### src/rtl/jts16_tmap_sdram.sv
// Tile map SDRAM responder: five one-entry port caches fed from a single 16-bit
// read channel, fixed-priority miss arbitration, two-word bursts for 32-bit ports.
module jts16_tmap_sdram #(
  parameter logic [21:0] CHAR_OFFSET = 22'h0,
  parameter logic [21:0] SCR1_OFFSET = 22'h0,
  parameter logic [21:0] SCR2_OFFSET = 22'h0,
  parameter logic [21:0] MAP1_OFFSET = 22'h0,
  parameter logic [21:0] MAP2_OFFSET = 22'h0
) (
  input  logic        clk,
  input  logic        rst_n,
  input  logic [12:0] char_addr,
  output logic        char_ok,
  output logic [31:0] char_data,
  input  logic [16:0] scr1_addr,
  output logic        scr1_ok,
  output logic [31:0] scr1_data,
  input  logic [16:0] scr2_addr,
  output logic        scr2_ok,
  output logic [31:0] scr2_data,
  input  logic [14:0] map1_addr,
  output logic        map1_ok,
  output logic [15:0] map1_data,
  input  logic [14:0] map2_addr,
  output logic        map2_ok,
  output logic [15:0] map2_data,
  output logic        sdram_req,
  output logic [21:0] sdram_addr,
  input  logic        sdram_gnt,
  input  logic        sdram_rdy,
  input  logic [15:0] sdram_din
);

  typedef enum logic [1:0] {IDLE, REQ, DATA} state_t;

  localparam logic [2:0] ID_CHAR = 3'd0;
  localparam logic [2:0] ID_SCR1 = 3'd1;
  localparam logic [2:0] ID_SCR2 = 3'd2;
  localparam logic [2:0] ID_MAP1 = 3'd3;
  localparam logic [2:0] ID_MAP2 = 3'd4;

  state_t      state, next_state;
  logic [12:0] char_last;
  logic [16:0] scr1_last, scr2_last;
  logic [14:0] map1_last, map2_last;
  logic        char_val, scr1_val, scr2_val, map1_val, map2_val;

  logic [2:0]  lat_id;
  logic [16:0] lat_addr;
  logic [15:0] lo_word;
  logic        word_cnt;
  logic        lat_wide;
  logic        is_last;
  logic        done;

  logic        any_pend;
  logic [2:0]  win_id;
  logic [21:0] win_addr;
  logic [16:0] win_laddr;

  assign char_ok = char_val & (char_addr == char_last);
  assign scr1_ok = scr1_val & (scr1_addr == scr1_last);
  assign scr2_ok = scr2_val & (scr2_addr == scr2_last);
  assign map1_ok = map1_val & (map1_addr == map1_last);
  assign map2_ok = map2_val & (map2_addr == map2_last);

  assign lat_wide = (lat_id == ID_CHAR) || (lat_id == ID_SCR1) || (lat_id == ID_SCR2);
  assign is_last  = !lat_wide || word_cnt;
  assign done     = (state == DATA) && sdram_rdy && is_last;

  // Fixed-priority pick of the first pending port and its word address
  always_comb begin
    any_pend  = 1'b1;
    win_id    = ID_CHAR;
    win_addr  = CHAR_OFFSET + {8'd0, char_addr, 1'b0};
    win_laddr = {4'd0, char_addr};
    if (!char_ok) begin
      win_id    = ID_CHAR;
    end else if (!scr1_ok) begin
      win_id    = ID_SCR1;
      win_addr  = SCR1_OFFSET + {4'd0, scr1_addr, 1'b0};
      win_laddr = scr1_addr;
    end else if (!scr2_ok) begin
      win_id    = ID_SCR2;
      win_addr  = SCR2_OFFSET + {4'd0, scr2_addr, 1'b0};
      win_laddr = scr2_addr;
    end else if (!map1_ok) begin
      win_id    = ID_MAP1;
      win_addr  = MAP1_OFFSET + {7'd0, map1_addr};
      win_laddr = {2'd0, map1_addr};
    end else if (!map2_ok) begin
      win_id    = ID_MAP2;
      win_addr  = MAP2_OFFSET + {7'd0, map2_addr};
      win_laddr = {2'd0, map2_addr};
    end else begin
      any_pend  = 1'b0;
    end
  end

  always_ff @(posedge clk or negedge rst_n) begin
    if (!rst_n) state <= IDLE;
    else        state <= next_state;
  end

  always_comb begin
    next_state = state;
    unique case (state)
      IDLE:    if (any_pend)  next_state = REQ;
      REQ:     if (sdram_gnt) next_state = DATA;
      DATA:    if (done)      next_state = IDLE;
      default:                next_state = IDLE;
    endcase
  end

  always_comb begin
    sdram_req = (state == REQ);
  end

  always_ff @(posedge clk or negedge rst_n) begin
    if (!rst_n) begin
      lat_id     <= ID_CHAR;
      lat_addr   <= '0;
      sdram_addr <= '0;
      lo_word    <= '0;
      word_cnt   <= 1'b0;
      char_last  <= '0;
      scr1_last  <= '0;
      scr2_last  <= '0;
      map1_last  <= '0;
      map2_last  <= '0;
      char_val   <= 1'b0;
      scr1_val   <= 1'b0;
      scr2_val   <= 1'b0;
      map1_val   <= 1'b0;
      map2_val   <= 1'b0;
      char_data  <= '0;
      scr1_data  <= '0;
      scr2_data  <= '0;
      map1_data  <= '0;
      map2_data  <= '0;
    end else begin
      if (state == IDLE && any_pend) begin
        lat_id     <= win_id;
        lat_addr   <= win_laddr;
        sdram_addr <= win_addr;
        word_cnt   <= 1'b0;
      end
      if (state == DATA && sdram_rdy && !is_last) begin
        lo_word  <= sdram_din;
        word_cnt <= 1'b1;
      end
      // Completion stores the latched address, even if the port has moved on
      if (done) begin
        unique case (lat_id)
          ID_CHAR: begin
            char_data <= {sdram_din, lo_word};
            char_last <= lat_addr[12:0];
            char_val  <= 1'b1;
          end
          ID_SCR1: begin
            scr1_data <= {sdram_din, lo_word};
            scr1_last <= lat_addr;
            scr1_val  <= 1'b1;
          end
          ID_SCR2: begin
            scr2_data <= {sdram_din, lo_word};
            scr2_last <= lat_addr;
            scr2_val  <= 1'b1;
          end
          ID_MAP1: begin
            map1_data <= sdram_din;
            map1_last <= lat_addr[14:0];
            map1_val  <= 1'b1;
          end
          ID_MAP2: begin
            map2_data <= sdram_din;
            map2_last <= lat_addr[14:0];
            map2_val  <= 1'b1;
          end
          default: ;
        endcase
      end
    end
  end

endmodule
### config.mk
export PLATFORM = sky130hd
export DESIGN_NAME = jts16_tmap_sdram
export DESIGN_NICKNAME = d
export VERILOG_FILES = /design/src/rtl/jts16_tmap_sdram.sv
export SDC_FILE = /design/constraint.sdc
export NUM_CORES = 1
export LEC_CHECK = 0
export CORE_ASPECT_RATIO = 2
export CORE_MARGIN = 2
export CORE_UTILIZATION = 55
export CTS_BUF_LIST = sky130_fd_sc_hd__clkbuf_4 sky130_fd_sc_hd__clkbuf_8 sky130_fd_sc_hd__clkbuf_16
export CTS_CLUSTER_DIAMETER = 30
export DETAILED_ROUTE_END_ITERATION = 7
export PLACE_DENSITY = 0.95
export SYNTH_ARGS = -nofsm -noshare
export SYNTH_HDL_FRONTEND = slang
export SYNTH_SLANG_ARGS = --single-unit
### constraint.sdc
create_clock -name clk -period 5.43 [get_ports clk]
set_clock_uncertainty 0.05 [all_clocks]
set_input_delay 1.3575 -clock clk [delete_from_list [all_inputs] [get_ports clk]]
set_output_delay 1.3575 -clock clk [all_outputs]
set_load 0.1 [all_outputs]
**Yosys cells after proc, flatten, opt, wreduce, memory -nomap -nowiden**

Index checks and enable logic that the tools add are counted.
W data, S select, Z words.

- Flip-flop bits (word level): 271
- Input bits: 97
- Output and inout port bits: 156
- Word-level logic and storage cells: 84

- Eq/ne operators: 14
- Mux-type cells: 26
- Bitwise gates (word level): 5
- Reduce and logical (&&, ||, !) cells: 18

Operators by type and width:

| cell | count |
|---|---|
| $mux W15 | 4 |
| $mux W17 | 3 |
| $mux W18 | 2 |
| $eq A17 B17 Y1 | 2 |
| $eq A15 B15 Y1 | 2 |
| $mux W22 | 1 |
| $mux W3 | 5 |
| $eq A13 B13 Y1 | 1 |
| $reduce_and A2 Y1 | 5 |
| $mux W1 | 7 |
| $eq A3 B2 Y1 const B | 2 |
| $mux W2 | 3 |
| $pmux W2 S3 | 1 |
| $and A1 B1 Y1 | 5 |
| $logic_and A1 B1 Y1 | 4 |
| $ne A2 B2 Y1 const B | 2 |
| $eq A3 B1 Y1 const B | 1 |
| $eq A3 B3 Y1 const B | 1 |
| $logic_not A3 Y1 | 1 |
| $logic_or A1 B1 Y1 | 3 |
| $reduce_and A3 Y1 | 1 |
| $eq A2 B1 Y1 const B | 1 |
| $eq A2 B2 Y1 const B | 1 |
| $logic_not A1 Y1 | 2 |
| 3 further kinds | 3 |

**Longest topological paths before layout**

- Word-level depth: 10
- Depth in mapped cells: 11
- Depth with buffers taken out: 8

**Least setup slack after synthesis**

OpenSTA, ideal clock, no wires.

- Path type: input -> output
- Start: input map2_addr[2]
- End: output map2_ok
- Arrival time: 3.580 ns
- Required time: 4.023 ns
- Setup slack: 0.443 ns
- Cell stages on the path: 3
- Buffers on the path: 0
- Cell sequence: xnor2_1 nand4_1 nor4_2

- Cells in the longest elaborated chain, start to end: 2

RTL lines:

| element | RTL line | RTL |
|---|---|---|
| start: declaration | 24 | `input logic [14:0] map2_addr,` |
| $eq A15 B15 Y1 | 65 | `assign map2_ok = map2_val & (map2_addr == map2_last);` |
| $and A1 B1 Y1 | 65 |  |
| end: declaration | 25 | `output logic map2_ok,` |

Every way passes these cells.

**Worst setup path in the final report**

- Start: input char_addr[9]
- End: output char_ok

- Cells in the longest elaborated chain, start to end: 2

RTL lines:

| element | RTL line | RTL |
|---|---|---|
| start: declaration | 12 | `input logic [12:0] char_addr,` |
| $eq A13 B13 Y1 | 61 | `assign char_ok = char_val & (char_addr == char_last);` |
| $and A1 B1 Y1 | 61 |  |
| end: declaration | 13 | `output logic char_ok,` |

Every way passes these cells.

==> summary.md <==
| Metric | Value |
|---|---|
| Class of the worst hold path | reg2reg |
| Clk pwr share | ~29% |
| Number of global-route vias before repair | 9432 |
| Sw Pwr | ~3600 uW |
| DRT Pass-1 Iters | 5 |
| Synth Area in Compound Gates | 5.58% |
| Synth Area in Simple Gates | 7.19% |
| Clk_lat worst skew | 0.51 ns |
| Die W | 107 um |
| Switch share | 42.7% |
| Critical Path RT | 4.02 ns |
| DIE HEIGHT | 210 um |
| Post-CTS Setup Bufs | 0 |
| Clk pin slew, worst setup/hold paths | 0.06 ns |
| IO Pins | 253 |
| Die Area | 0.0224 sq mm |
| Count of different cell masters after synthesis | 55 |
| Power, Total | roughly 8300 uW |
| Worst R2R Setup Slack | about 2.2 ns |
| Seq. cell area | roughly 0.0066 sq mm |
| Yosys top cell by area | dfrtp_1 |
| Inserted Clock Buffers | 36 |
| Post-synth top flop | dfrtp_1 |
| GPL Wtd Cong | 0.960 |
| LEAKAGE | 0.00713 uW |
| Remaining DRCs | 0 |
| Slew HR | a little under a quarter |
| Vias | 8542 |
| Clk Tree Root Cell | clkbuf_16 |
| Largest family of logic cells by synthesized area | multiplexers |
| Filler instances | 1316 |
| Fin nets | approximately 1200 |
| Starting density of the core | 55.9% |
| Footprint of the multi-input gates | 0.00473 sq mm |
| Fin Setup TNS | 0 ns |
| Row count | 75 |
| Tmin final | between 4 and 5 ns |
| Sequential fraction of the synthesis area | 57.0% |
| DR WL/cell | 26.1 um |
| Routed wire length | 37.7 mm |
| FFs w/ async S/R, synth | 100% |
| Antenna diodes | 0 |
| Hold slack | 0.421 ns |
| Crit path capture type | output port |
| Combinational share of power | 36.5% |
| Largest net degree at the start of global routing | between 100 and 150 |
| Max-Cap Viols | 0 |
| DR vias/cell | 5.92 |
| WHS Path Cells | 1 |
| Adder-cell share of the synthesized area | 0% |
| Core area | 0.0208 sq mm |
| First-pass GRT wire length | about 57 mm |
| Tot GR Track Use | 34.6% |
| H-tree depth | 2 |
| CTS tree | yes |
| Final hold vios | 0 |
| Fmax achieved | 0.205 GHz |
| Mapped Area | 0.0116 sq mm |
| Startpoint types | input pin |
| Clock sink count | 265 |
| I/O Buffers | between 200 and 250 |
| Final Slew Violations | 0 |
| Area added between synthesis and finish | 34.8% |
| CP Data Arrival Time | roughly 3.5 ns |
| Final Non-Filler Cells | 1443 |
| Hold-fix buffers at CTS | 0 |
| Gr ovfl total | 0 |
| Cell depth of the worst flop-to-flop path | 8 |
| Avg Inst Size Synth | around 13 sq um |
| Share of cells above drive strength 1 | 27.7% |
| CTS max path bufs | 3 |
| Top post-synthesis cells by area | dfrtp_1 57%, mux2_2 21%, xnor2_1 4.3% |
| RSZ-0062 raised after global routing | no |
| Yosys reg bits | 265 |
| Status | finished, final reports clean |
| Synth warn | 0 |
| Setup violations, final | 0 |
| Crit path kind | in2out |
| Area share of the largest cell type after synthesis | between 50% and 60% |
| Sequential power share | 34.1% |
| Least-Margin Pin Slew | 1.15 ns |
| Area share of xor/xnor cells in the synthesized design | 5.79% |
| P_int | ~4800 uW |
| Post-synth EDFFs | 0 |
| Placed insts | 1377 |
| Hpwl dp | approximately 26 mm |
| Mux share of post-synthesis cell area | 21.8% |
| Initial DRC Count | 509 |
| Part of the cycle the worst path needs | 89.7% |
| Worst-path fanout max | 18 |
| Commonest non-fill, non-tap cell in the layout | dfrtp_1 |
| Peak VDD IR | roughly 0.00052 V |
| Pwr/cell area | between 500 and 600 mW/mm^2 |
| Most frequent cells in the layout | 265 x dfrtp_1, 242 x clkdlybuf4s50_1, 216 x mux2_2, 57 x xnor2_1, 51 x nand2_1 |
| Number of gates resized after CTS | 0 |
| Cells after Synth | about 890 |
| Initial antenna violation count | 0 |
| Routed Antenna Nets | 0 |
## worst paths after layout
| kind | endpoint | from |
|---|---|---|
| max in group asynchronous | scr2_data[25] | rst_n |
| min in group asynchronous | scr1_last[15] | rst_n |
| max reg2reg | lat_addr[1] | map2_last[12] |
| min | scr2_val | scr2_val |
| max | char_ok | char_addr[9] |
| min reg2reg | scr2_val | scr2_val |
## cells by family after synthesis
family	after synthesis
compound gates	97
mux	226
buf+inv	59
flops	265
xor+xnor	77
other cells	1
simple gates	164
## cell usage after synthesis (3+ instances only)
| master | count |
|---|---|
| mux2_1 | 5 |
| or2_2 | 4 |
| buf_6 | 5 |
| o21ai_0 | 18 |
| dfrtp_1 | 265 |
| o31ai_1 | 6 |
| nand2_1 | 51 |
| xnor2_1 | 57 |
| nor4_1 | 6 |
| o211ai_1 | 8 |
| buf_4 | 8 |
| buf_2 | 4 |
| nand4_1 | 18 |
| a31oi_1 | 23 |
| nand3_1 | 12 |
| mux2_2 | 216 |
| o22a_1 | 5 |
| mux2i_1 | 5 |
| clkbuf_1 | 22 |
| xor2_1 | 20 |
| nor2_1 | 34 |
| nand2b_1 | 13 |
| inv_1 | 5 |
| a21oi_1 | 17 |
| nor3_1 | 4 |
| and3_1 | 3 |
| and2_1 | 4 |
| a22o_1 | 4 |
| buf_1 | 11 |
## critical path: stages
cell and delay (ns):
clkdlybuf4s50_1 0.62, xnor2_1 0.30, nand4_1 0.14, or4_1 0.68, clkinv_8 0.17, buf_12 0.19
## final cells by class
class | instances | area share [%]
multi-input cells | 568 | 30.2
well taps | 269 | 2.15
inverters | 9 | 0.295
repair buffers | 266 | 17.1
flip-flops and latches | 265 | 42.3
clock buffers | 40 | 6.12
clock inverters | 26 | 1.91
## power by group through the flow
stage                     logic (uW)  clock network [uW]  registers, uW
after detailed placement        3010                   0           2850
after global placement          2950                   0           2810
after floorplan                  788                   0           4170
final                           3040                2450           2840
after global routing            3150                2560           2880
after CTS                       3040                2470           2820
## through the flow
| step | worst slack [ns] | utilization [%] | instance area, sq um |
|---|---|---|---|
| after floorplan | 0.443 | - | 11700 |
| after global placement | 0.722 | 69.3 | 14400 |
| after detailed placement | 0.720 | 69.3 | 14400 |
| after CTS | 0.664 | 75.3 | 15700 |
| after global routing | 0.528 | 75.3 | 15700 |
| final | 0.561 | 75.3 | 15700 |
## registers in the layout, indices dropped and copies added (netlist names), 16 cells and up
signal	cells
char_data	32
scr1_data	32
scr2_data	32
scr1_last	17
scr2_last	17
sdram_addr	17
lat_addr	16
lo_word	16
map1_data	16
map2_data	16
## layer usage
layer  up-vias  global-route usage (%)  part of all wire (%)
li1       3664                       -                     -
met4         0                    24.4                   8.3
met1      4257                    36.2                    32
met5         -                       0                     0
met2       449                    60.6                    53
met3       172                    7.08                   6.3
Power figures use the tool's default switching activity.
